### src/rtl/stopwatch_pkg.sv
// Shared types and constants for the stopwatch control slice.
package stopwatch_pkg;

  typedef enum logic [1:0] {
    ST_IDLE  = 2'd0,
    ST_RUN   = 2'd1,
    ST_PAUSE = 2'd2,
    ST_LAP   = 2'd3
  } state_e;

  // Counter control codes, matching the existing register primitive.
  typedef enum logic [1:0] {
    CTRL_NONE = 2'd0,
    CTRL_INCR = 2'd1,
    CTRL_LOAD = 2'd2,
    CTRL_CLR  = 2'd3
  } ctrl_e;

  localparam logic [3:0] SEC_ONES_MAX = 4'd9;
  localparam logic [3:0] SEC_TENS_MAX = 4'd5;
  localparam logic [3:0] MIN_ONES_MAX = 4'd9;
  localparam int unsigned MIN_TENS_MAX_DEFAULT = 5;

  // Clear dominates increment.
  function automatic ctrl_e digit_ctrl(input logic inc, input logic clr);
    if (clr)      return CTRL_CLR;
    else if (inc) return CTRL_INCR;
    else          return CTRL_NONE;
  endfunction

endpackage

### src/rtl/stopwatch_ctrl_bcd_digit.sv
// One BCD digit of the elapsed-time chain; wraps to 0 after MAX.
module bcd_digit
  import stopwatch_pkg::*;
#(
  parameter logic [3:0] MAX = 4'd9
) (
  input  logic       clk,
  input  logic       async_nreset,
  input  logic       inc,
  input  logic       clr,
  output logic [3:0] value,
  output logic       carry
);

  assign carry = inc & (value == MAX);

  // Digit register: clear, increment with wrap, or hold.
  always_ff @(posedge clk or negedge async_nreset) begin
    if (!async_nreset) begin
      value <= '0;
    end else begin
      case (digit_ctrl(inc, clr))
        CTRL_CLR:  value <= '0;
        CTRL_INCR: value <= (value == MAX) ? '0 : value + 4'd1;
        default:   value <= value;
      endcase
    end
  end

endmodule

### src/rtl/stopwatch_ctrl.sv
// Stopwatch control: command FSM, tick edge detect, BCD MM:SS count,
// lap freeze register and timer enable/clear drive.
module stopwatch_ctrl
  import stopwatch_pkg::*;
#(
  parameter int unsigned MIN_TENS_MAX = MIN_TENS_MAX_DEFAULT
) (
  input  logic       clk,
  input  logic       async_nreset,
  input  logic       start_stop,
  input  logic       lap,
  input  logic       clear,
  input  logic       second_elapsed,
  output logic       timer_enable,
  output logic       timer_clear,
  output logic [3:0] sec_ones,
  output logic [3:0] sec_tens,
  output logic [3:0] min_ones,
  output logic [3:0] min_tens,
  output logic       running,
  output logic       lap_active,
  output logic       wrap
);

  state_e     state;
  logic       se_d;
  logic       counting;
  logic       tick;
  logic [3:0] live_so, live_st, live_mo, live_mt;
  logic [3:0] lap_so, lap_st, lap_mo, lap_mt;
  logic       c_so, c_st, c_mo, c_mt;

  assign counting     = (state == ST_RUN) || (state == ST_LAP);
  assign timer_enable = counting;
  assign running      = counting;
  assign lap_active   = (state == ST_LAP);
  assign timer_clear  = (state == ST_IDLE);

  // A clear in the same cycle swallows the tick.
  assign tick = second_elapsed & ~se_d & counting & ~clear;

  bcd_digit #(.MAX(SEC_ONES_MAX)) u_sec_ones (
    .clk(clk), .async_nreset(async_nreset), .inc(tick), .clr(clear),
    .value(live_so), .carry(c_so)
  );
  bcd_digit #(.MAX(SEC_TENS_MAX)) u_sec_tens (
    .clk(clk), .async_nreset(async_nreset), .inc(c_so), .clr(clear),
    .value(live_st), .carry(c_st)
  );
  bcd_digit #(.MAX(MIN_ONES_MAX)) u_min_ones (
    .clk(clk), .async_nreset(async_nreset), .inc(c_st), .clr(clear),
    .value(live_mo), .carry(c_mo)
  );
  bcd_digit #(.MAX(4'(MIN_TENS_MAX))) u_min_tens (
    .clk(clk), .async_nreset(async_nreset), .inc(c_mo), .clr(clear),
    .value(live_mt), .carry(c_mt)
  );

  // Command FSM with clear > start_stop > lap priority.
  always_ff @(posedge clk or negedge async_nreset) begin
    if (!async_nreset) begin
      state <= ST_IDLE;
    end else if (clear) begin
      state <= ST_IDLE;
    end else if (start_stop) begin
      case (state)
        ST_IDLE:  state <= ST_RUN;
        ST_RUN:   state <= ST_PAUSE;
        ST_LAP:   state <= ST_PAUSE;
        default:  state <= ST_RUN;
      endcase
    end else if (lap) begin
      case (state)
        ST_RUN:  state <= ST_LAP;
        ST_LAP:  state <= ST_RUN;
        default: state <= state;
      endcase
    end
  end

  // Second-strobe edge detector history, zeroed by clear.
  always_ff @(posedge clk or negedge async_nreset) begin
    if (!async_nreset)  se_d <= 1'b0;
    else if (clear)     se_d <= 1'b0;
    else                se_d <= second_elapsed;
  end

  // Lap register captures the pre-increment live value on entry to LAP.
  always_ff @(posedge clk or negedge async_nreset) begin
    if (!async_nreset) begin
      {lap_mt, lap_mo, lap_st, lap_so} <= '0;
    end else if (clear) begin
      {lap_mt, lap_mo, lap_st, lap_so} <= '0;
    end else if ((state == ST_RUN) && lap && !start_stop) begin
      {lap_mt, lap_mo, lap_st, lap_so} <= {live_mt, live_mo, live_st, live_so};
    end
  end

  // Rollover pulse: carry out of the top digit.
  always_ff @(posedge clk or negedge async_nreset) begin
    if (!async_nreset) wrap <= 1'b0;
    else               wrap <= c_mt & ~clear;
  end

  // Display mux between live count and frozen lap value.
  always_comb begin
    {min_tens, min_ones, sec_tens, sec_ones} = {live_mt, live_mo, live_st, live_so};
    if (state == ST_LAP) begin
      {min_tens, min_ones, sec_tens, sec_ones} = {lap_mt, lap_mo, lap_st, lap_so};
    end
  end

endmodule

### config.mk
export PLATFORM = sky130hd
export DESIGN_NAME = stopwatch_ctrl
export DESIGN_NICKNAME = d
export VERILOG_FILES = /design/src/rtl/stopwatch_pkg.sv /design/src/rtl/stopwatch_ctrl_bcd_digit.sv /design/src/rtl/stopwatch_ctrl.sv
export SDC_FILE = /design/constraint.sdc
export NUM_CORES = 1
export LEC_CHECK = 0
export CORE_UTILIZATION = 54
export DETAILED_ROUTE_END_ITERATION = 16
export GPL_TIMING_DRIVEN = 1
export PLACE_DENSITY = 0.88
export SLEW_MARGIN = 20
export SYNTH_ARGS = -nofsm -noshare
export SYNTH_HDL_FRONTEND = slang
export SYNTH_SLANG_ARGS = --single-unit
### constraint.sdc
create_clock -name clk -period 2.2 [get_ports clk]
set_input_delay 0.44 -clock clk [delete_from_list [all_inputs] [get_ports clk]]
set_output_delay 0.44 -clock clk [all_outputs]
set_load 0.01 [all_outputs]
# --- After elaboration in Yosys (flattened, before gate mapping) ---
# Cells that the tools add are included.
totals:
  ff_bits: 36
  inputBits: 6
  out_inout_bits: 21
  elab_cells: 87
op_classes:
  n_addsub: 4
  eq_ne: 14
  mux: 34
  bitwise: 10
  reduce_logical: 14
ops:
  columns: ["cell", "n"]
  rows:
  - ["4-bit 2-to-1 mux", 16]
  - ["4-bit case mux with 2 select lines", 4]
  - ["4-bit by 1-bit adder with 4-bit output (second input constant)", 4]
  - ["2-bit 2-to-1 mux", 8]
  - ["2-bit by 1-bit == test with 1-bit output (second input constant)", 5]
  - ["2-bit == test (second input constant)", 5]
  - ["2-bit nonzero test", 5]
  - ["1-bit bitwise AND", 8]
  - ["4-bit by 3-bit == test with 1-bit output (second input constant)", 2]
  - ["4-bit == test (second input constant)", 2]
  - ["1-bit 2-to-1 mux", 5]
  - ["2-bit case mux with 2 select lines", 1]
  - ["4-bit nonzero test", 1]
  - ["3-bit nonzero test", 1]
  - ["1-bit logical AND", 2]
  - ["2-bit zero test", 1]
  - ["1-bit NOT", 2]
  - ["2-bit AND reduction", 1]
  - ["2-bit OR reduction", 1]
  - ["1-bit zero test", 1]
  - ["1-bit logical OR", 1]

# --- Longest topological paths before layout ---
# Gate-level depths: netlist (run 1).
depth:
  ltp_word: 11
  depth_mapped: 6
  ltp_nobuf: 6

# --- Modules after synthesis ---
# A second synthesis (run 1) with hierarchy kept.
unflattened:
  hier_cells: 205
  area_unflattened_um2: 2094.5
by_module_without_submodules:
  columns: ["mod", "instances", "cells_each", "area_per_inst_um2", "seq_area_each_um2"]
  rows:
  - ["stopwatch_ctrl", 1, 109, 1108.6, 500.5]
  - ["bcd_digit (u_min_tens ...)", 2, 22, 251.5, 100.1]
  - ["bcd_digit (u_min_ones ...)", 2, 26, 241.5, 100.1]

# --- Worst setup path before layout (run 1) ---
# OpenSTA, ideal clock, no wires.
synth_timing:
  path_kind: "flip-flop to output port"
  start: "register state[0]"
  end: "output port min_ones[0]"
  arrival_time_ns: 1.226
  t_required_ns: 1.760
  slack_ns: 0.534
  stages_incl_launch_ff: 5
  path_buffers: 2
  path_cell_list: "dfrtp_1 buf_4 nand2_1 buf_2 mux2_2"
synth_via:
  elab_chain_len: 2
synth_lines:
  columns: ["item", "line", "text"]
  rows:
  - ["from (decl)", "stopwatch_ctrl.sv:25", "state_e state;"]
  - ["from (signal assigned)", "stopwatch_ctrl.sv:76", "default: state <= state;"]
  - ["2-bit == test", "stopwatch_ctrl.sv:108", "if (state == ST_LAP) begin"]
  - ["4-bit 2-to-1 mux", "stopwatch_ctrl.sv:108", null]
  - ["to (decl)", "stopwatch_ctrl.sv:18", "output logic [3:0] min_ones,"]
# Every way passes these cells.

# --- Worst setup path after layout (run 1) ---
layout_timing:
  start: "register state[1]"
  end: "output port sec_tens[1]"
layout_via:
  elab_chain_len: 2
layout_lines:
  columns: ["item", "line", "text"]
  rows:
  - ["2-bit == test", "stopwatch_ctrl.sv:108", null]
  - ["4-bit 2-to-1 mux", "stopwatch_ctrl.sv:108", null]
  - ["to (decl)", "stopwatch_ctrl.sv:17", "output logic [3:0] sec_tens,"]
# Every way passes these cells.

==> results of run 1 <==
[state kept, by name (all words and copies together) (netlist names)]
| name | count |
|---|---|
| lap_st | 4 |
| u_min_ones.value | 4 |
| state | 2 |
| se_d | 1 |
| lap_mo | 4 |
| u_min_tens.value | 4 |
| wrap | 1 |
| lap_so | 4 |
| u_sec_ones.value | 4 |
| u_sec_tens.value | 4 |
| lap_mt | 4 |
[power groups by stage]
stage | Sequential [uW] | Combinational (uW) | Clock, uW
CTS | 672 | 115 | 478
global placement | 685 | 110 | 0
finish | 672 | 114 | 469
floorplan | 684 | 58.7 | 0
global route | 673 | 125 | 501
detailed placement | 685 | 112 | 0
[per-layer routing]
| metal | global-route usage (%) | vias up | part of all wire (%) |
|---|---|---|---|
| met3 | 6.39 | 9 | 4.8 |
| met2 | 39.0 | 43 | 48 |
| met4 | 9.01 | 0 | 1.8 |
| met1 | 27.2 | 746 | 45 |
| met5 | 0 | - | 0 |
| li1 | - | 790 | - |
[layout by cell type, fill, tap and decap left out, types with 6 or more instances in the layout]
cell / netlist / final
clkdlybuf4s50_1: 0 / 12
nand3b_1: 6 / 6
nand2_1: 49 / 48
nor2_1: 6 / 6
dlygate4sd2_1: 0 / 13
a21oi_1: 19 / 19
o21ai_0: 17 / 15
nand3_1: 8 / 8
dfrtp_1: 36 / 36
ha_1: 8 / 8
mux2_2: 12 / 12
buf_4: 2 / 9
[worst min-delay path by stage]
stage	start	endpoint
after floorplan	async_nreset	lap_mo[0]
after global placement	lap_st[3]	lap_st[3]
after detailed placement	lap_mt[2]	lap_mt[2]
after CTS	async_nreset	lap_mt[3]
after global routing	async_nreset	lap_mt[1]
final	async_nreset	u_min_tens.value[2]
[repair_timing]
action,4_1_cts,5_1_grt
gates resized for setup,17,3
setup endpoints to repair,16,3
hold buffers,0,0
setup buffers,1,0
[worst reg2reg max path: stages (launching register included)]
cell	delay, ns
dfrtp_1	0.44
inv_1	0.11
ha_1	0.23
nand3b_4	0.14
nor4_4	0.35
nor2_1	0.12
a221o_1	0.37
[metrics by stage]
step           hold WS [ns]  cells  utilization (%)  area (um^2)
3_3_place_gp          0.507    280             67.6         2310
6_report              0.479    289             70.0         2390
5_1_grt               0.520    289             70.0         2390
3_5_place_dp          0.513    280             67.6         2310
4_1_cts               0.492    289             69.9         2390
2_1_floorplan         0.144    209                -         1980
[area by class of cell]
class | count | area, um^2 | area share (%)
timing repair buffer | 36 | 325 | 13.6
inverter | 5 | 21.3 | 0.890
tap | 46 | 57.6 | 2.41
multi-input combinational | 158 | 1010 | 42.1
clock inverter | 3 | 42.5 | 1.78
clock buffer | 5 | 37.5 | 1.57
sequential | 36 | 901 | 37.7
[logic make-up after synthesis]
family / synth area share, %
simple gates: 26.1
compound gates: 11.9
fa+ha+maj: 5.06
mux: 6.83
buf+inv: 3.73
xor+xnor: 0.886
flops: 45.5
[cells in the mapped netlist, types with 2 or more instances]
| cell type | number |
|---|---|
| a21oi_1 | 19 |
| a21o_1 | 3 |
| nand3b_1 | 6 |
| nand2b_1 | 2 |
| and3b_1 | 4 |
| o21ai_0 | 17 |
| inv_1 | 4 |
| ha_1 | 8 |
| or3_1 | 2 |
| buf_2 | 2 |
| nor2b_1 | 2 |
| nor2_1 | 6 |
| nand3_1 | 8 |
| mux2_2 | 12 |
| buf_4 | 2 |
| clkbuf_1 | 5 |
| nor3_1 | 4 |
| nand2_1 | 49 |
| dfrtp_1 | 36 |
==> metrics, run 1 <==
clock power share=37.4%; I/O pins=27; Starting Density=57.9%; Synth area leader=dfrtp_1; Critical Path Stages=4; clk buf depth=2; crit-path cells=nand2_2 > inv_4 > o21ai_0 > clkdlybuf4s50_1; overall global routing resource usage=between 20 and 25%; Synth Instances=209; Worst Max-Slew Pin Slew=around 0.45 ns; asr flop ratio synth=100%; Synth top area share=approximately 46%; area of the mapped netlist=1980 um^2; DR WL/cell=14.0 um; drt total wl=4.04 mm; Synth Area per Inst=between 9 and 10 um^2; P_sw=just over 300 uW; P&R area growth vs syn=20.9%; die width=62.5 um; worst min path class=in -> async; Int Pwr=953 uW; FF-to-FF setup slack=roughly 0.34 ns; Post-DP HPWL=2.81 mm; Setup WS pre-CTS=0.0853 ns; period utilization=95.8%; Setup Skew=0.00749 ns; worst skew pair latency=0.36 ns; arrival time at the worst endpoint=1.67 ns; largest net degree at the start of global routing=37; number of nets in the layout=256; PortBufs=26; share of layout cells above drive strength 1=between 15 and 20%; Rows=21; global-route wire length before repair=6.92 mm; DRT iter0 DRCs=about 90; H-tree Lvls=2; final setup violating endpoints=0; Inserted Clock Buffers=5; Slew Viols, Final=0; post-route setup TNS=0 ns; endpoints failing hold=0; run status=completed; reg2reg start=u_sec_ones.value[1]; Synth area leaders=dfrtp_1, nand2_1, mux2_2, ha_1, a21oi_1; CP max stage delay=0.56 ns; CP endpoint kind=output port; antenna cells=0; flops & latches, synth=36; Core Region=3420 um^2; Buf/Inv on CP=2; Worst Path Max Fanout=9; Clock Sink Count=36; sequential share of the synthesized area=45.5%; Top delay family on crit path=buffers and inverters; CP Launch Type=flip-flop; Flop pwr share=53.5%; GRT overflow=0; critical path class=reg -> out; slowest cell on the critical path=clkdlybuf4s50_1; CTS tree=yes; Leakage=0.00118 uW; clk root buf=clkbuf_4; Power Total=1260 uW; critical path launch point=state[1]; crit path to=sec_tens[1]; pwr/cell area=525 nW/um^2; Syn Nets=223; # fillers=279; Die Span Y=62.5 um; reg2reg end=u_min_tens.value[3]; vias=1,588; maxcap violations=0; vias in the first global route=1,552; post-route ant nets=0; EDFF count, synth=0; Slew headroom=around 70%; combinational power share=a little under a tenth; Post-synth top flop=dfrtp_1; initial antenna violation count=0; VDD IR max=between 300 and 400 uV; Synth cell types=37; Peak Freq=474 MHz; DRC viols=0; worst reg-to-reg path cell count=6; drt first pass iters=6; RSZ-0062 raised after global routing=false; post-route worst setup slack=just over 0.09 ns; Critical Path RT=1.76 ns; DR vias/cell=5.49; Die Area=3910 um^2; switching part of the total=around 24%; final worst path period need=2.11 ns; GPL Wtd Cong=0.808; clk slew on worst S/H paths=roughly 0.11 ns; yosys warns=0
No activity file was read; power rests on OpenSTA's default activity.
==> run 2: changes to the inputs <==
==> constraint.sdc (replaced) <==
create_clock -name clk -period 2.2 [get_ports clk]
set_input_delay 0.44 -clock clk [delete_from_list [all_inputs] [get_ports clk]]
set_output_delay 0.44 -clock clk [all_outputs]
set_load 0.02 [all_outputs]
==> run 2 against run 1 <==
Against the previous run:
- first-iteration DRC count up 39%
- wire length up 5.6%
- sequential power about the same
- register-to-register slack better by 0.04 ns
- hold slack better by 0.011 ns
- maximum frequency down 1.3%
- utilization unchanged
- non-clock buffer count up 1
- setup slack worse by 0.027 ns
==> metrics, run 2 (synthesized netlist as in run 1, its figures left out) <==
run status=completed; P&R area growth vs syn=20.9%; number of nets in the layout=257; clk root buf=clkbuf_4; Setup Skew=0.0142 ns; post-route ant nets=0; largest net degree at the start of global routing=37; Rows=21; die width=between 60 and 70 um; Inserted Clock Buffers=5; VDD IR max=395 uV; vias=1,596; Post-CTS Hold Fix Bufs=0; GRT overflow=0; placed cell area=2320 um^2; # fillers=281; clk slew on worst S/H paths=0.12 ns; Die Area=~3900 um^2; Core Region=3420 um^2; Power Total=1260 uW; H-tree Lvls=2; GPL Wtd Cong=0.815; drt total wl=4.27 mm; global-route wire length before repair=7.25 mm; share of layout cells above drive strength 1=between 15 and 20%; Worst Path Max Fanout=5; vias in the first global route=1,577; antenna cells=0; Slew Viols, Final=0; final instance area=2390 um^2; reg2reg start=u_sec_ones.value[1]; CP endpoint kind=output port; period utilization=around 97%; final worst path period need=2.14 ns; Worst Max-Slew Pin Slew=0.449 ns; post-route setup TNS=0 ns; DRT iter0 DRCs=122; Die Span Y=62.5 um; Hold Slack=0.490 ns; Critical Path RT=1.76 ns; Clock Sink Count=36; critical path launch point=state[1]; CP Launch Type=flip-flop; critical path class=reg -> out; arrival time at the worst endpoint=approximately 1.7 ns; Leakage=0.00118 uW; Peak Freq=468 MHz; CTS tree=yes; final setup violating endpoints=0; Post-Layout Cell Count=290; FF-to-FF setup slack=0.38 ns; DRC viols=0; endpoints failing hold=0; Slew headroom=70.1%; worst skew pair latency=0.36 ns; DR WL/cell=approximately 15 um; PortBufs=26; Inst Count DP=between 200 and 300; worst min path class=in -> async; area occupied by multi-input gates=1010 um^2; most frequent cells in the layout=nand2_1, dfrtp_1, a21oi_1; overall global routing resource usage=24.2%; maxcap violations=0; Post-DP HPWL=a little over 3 mm; clk buf depth=2; drt first pass iters=4; Starting Density=57.9%; most common cell after layout, fill and taps aside=nand2_1; pwr/cell area=528 nW/um^2; DR vias/cell=approximately 5.5; I/O pins=27; RSZ-0062 raised after global routing=false; Reg area=901 um^2; initial antenna violation count=0
run 2: cell count changes in the layout (fill, tap and decap cells not counted):
cell	delta
o21ai_0	+2
o21ai_1	-2
buf_4	+1
inv_4	-1
clkinv_2	+1
clkdlybuf4s50_1	-2
dlygate4sd2_1	+3
dlymetal6s2s_1	-1
run 2: cell type report:
class | instances | share of cell area (%)
multi-input cells | 158 | 42.1
inverters | 5 | 0.837
clock buffers | 5 | 1.57
clock inverters | 3 | 1.78
flip-flops and latches | 36 | 37.7
well taps | 46 | 2.41
repair buffers | 37 | 13.7
run 2: critical path: stages, from the launching register on:
cell and delay, ns:
dfrtp_1 0.41, nand2_2 0.11, buf_4 0.16, mux2_2 0.34, dlygate4sd2_1 0.32
run 2: report_power, final:
part	leakage, uW	total, uW	internal, uW	switching (uW)
logic	0.000635	120	48.6	71.6
clock network	0.0000412	469	237	232
registers	0.000500	672	667	5.42
run 2: through the flow:
stage | setup slack (ns) | util, %
floorplan | 0.287 | -
global placement | 0.157 | 67.8
detailed placement | 0.115 | 67.8
CTS | 0.0203 | 69.7
global route | 0.00290 | 70.0
finish | 0.0645 | 70.0
run 2: repair_timing:
| action | CTS | global route |
|---|---|---|
| buffers inserted | 0 | 1 |
| setup endpoints to repair | 17 | 10 |
| pin swaps | 0 | 0 |
| gates resized for setup | 18 | 1 |
run 2: path summary, 6_finish.rpt:
kind	to	cells past startpoint
max in group asynchronous	lap_st[1]	2
worst max register to register	u_min_tens.value[3]	6
worst min-delay path	lap_mt[2]	2
worst min register to register	lap_st[0]	2
min in group clk	lap_st[0]	2
worst max-delay path	sec_ones[2]	4
run 2: layer usage:
| metal | part of all wire [%] | track usage, % | up-vias |
|---|---|---|---|
| li1 | - | - | 791 |
| met1 | 45 | 29.3 | 766 |
| met2 | 50 | 40.8 | 33 |
| met3 | 4.1 | 5.29 | 6 |
| met4 | 1.5 | 11.9 | 0 |
| met5 | 0 | 0 | - |
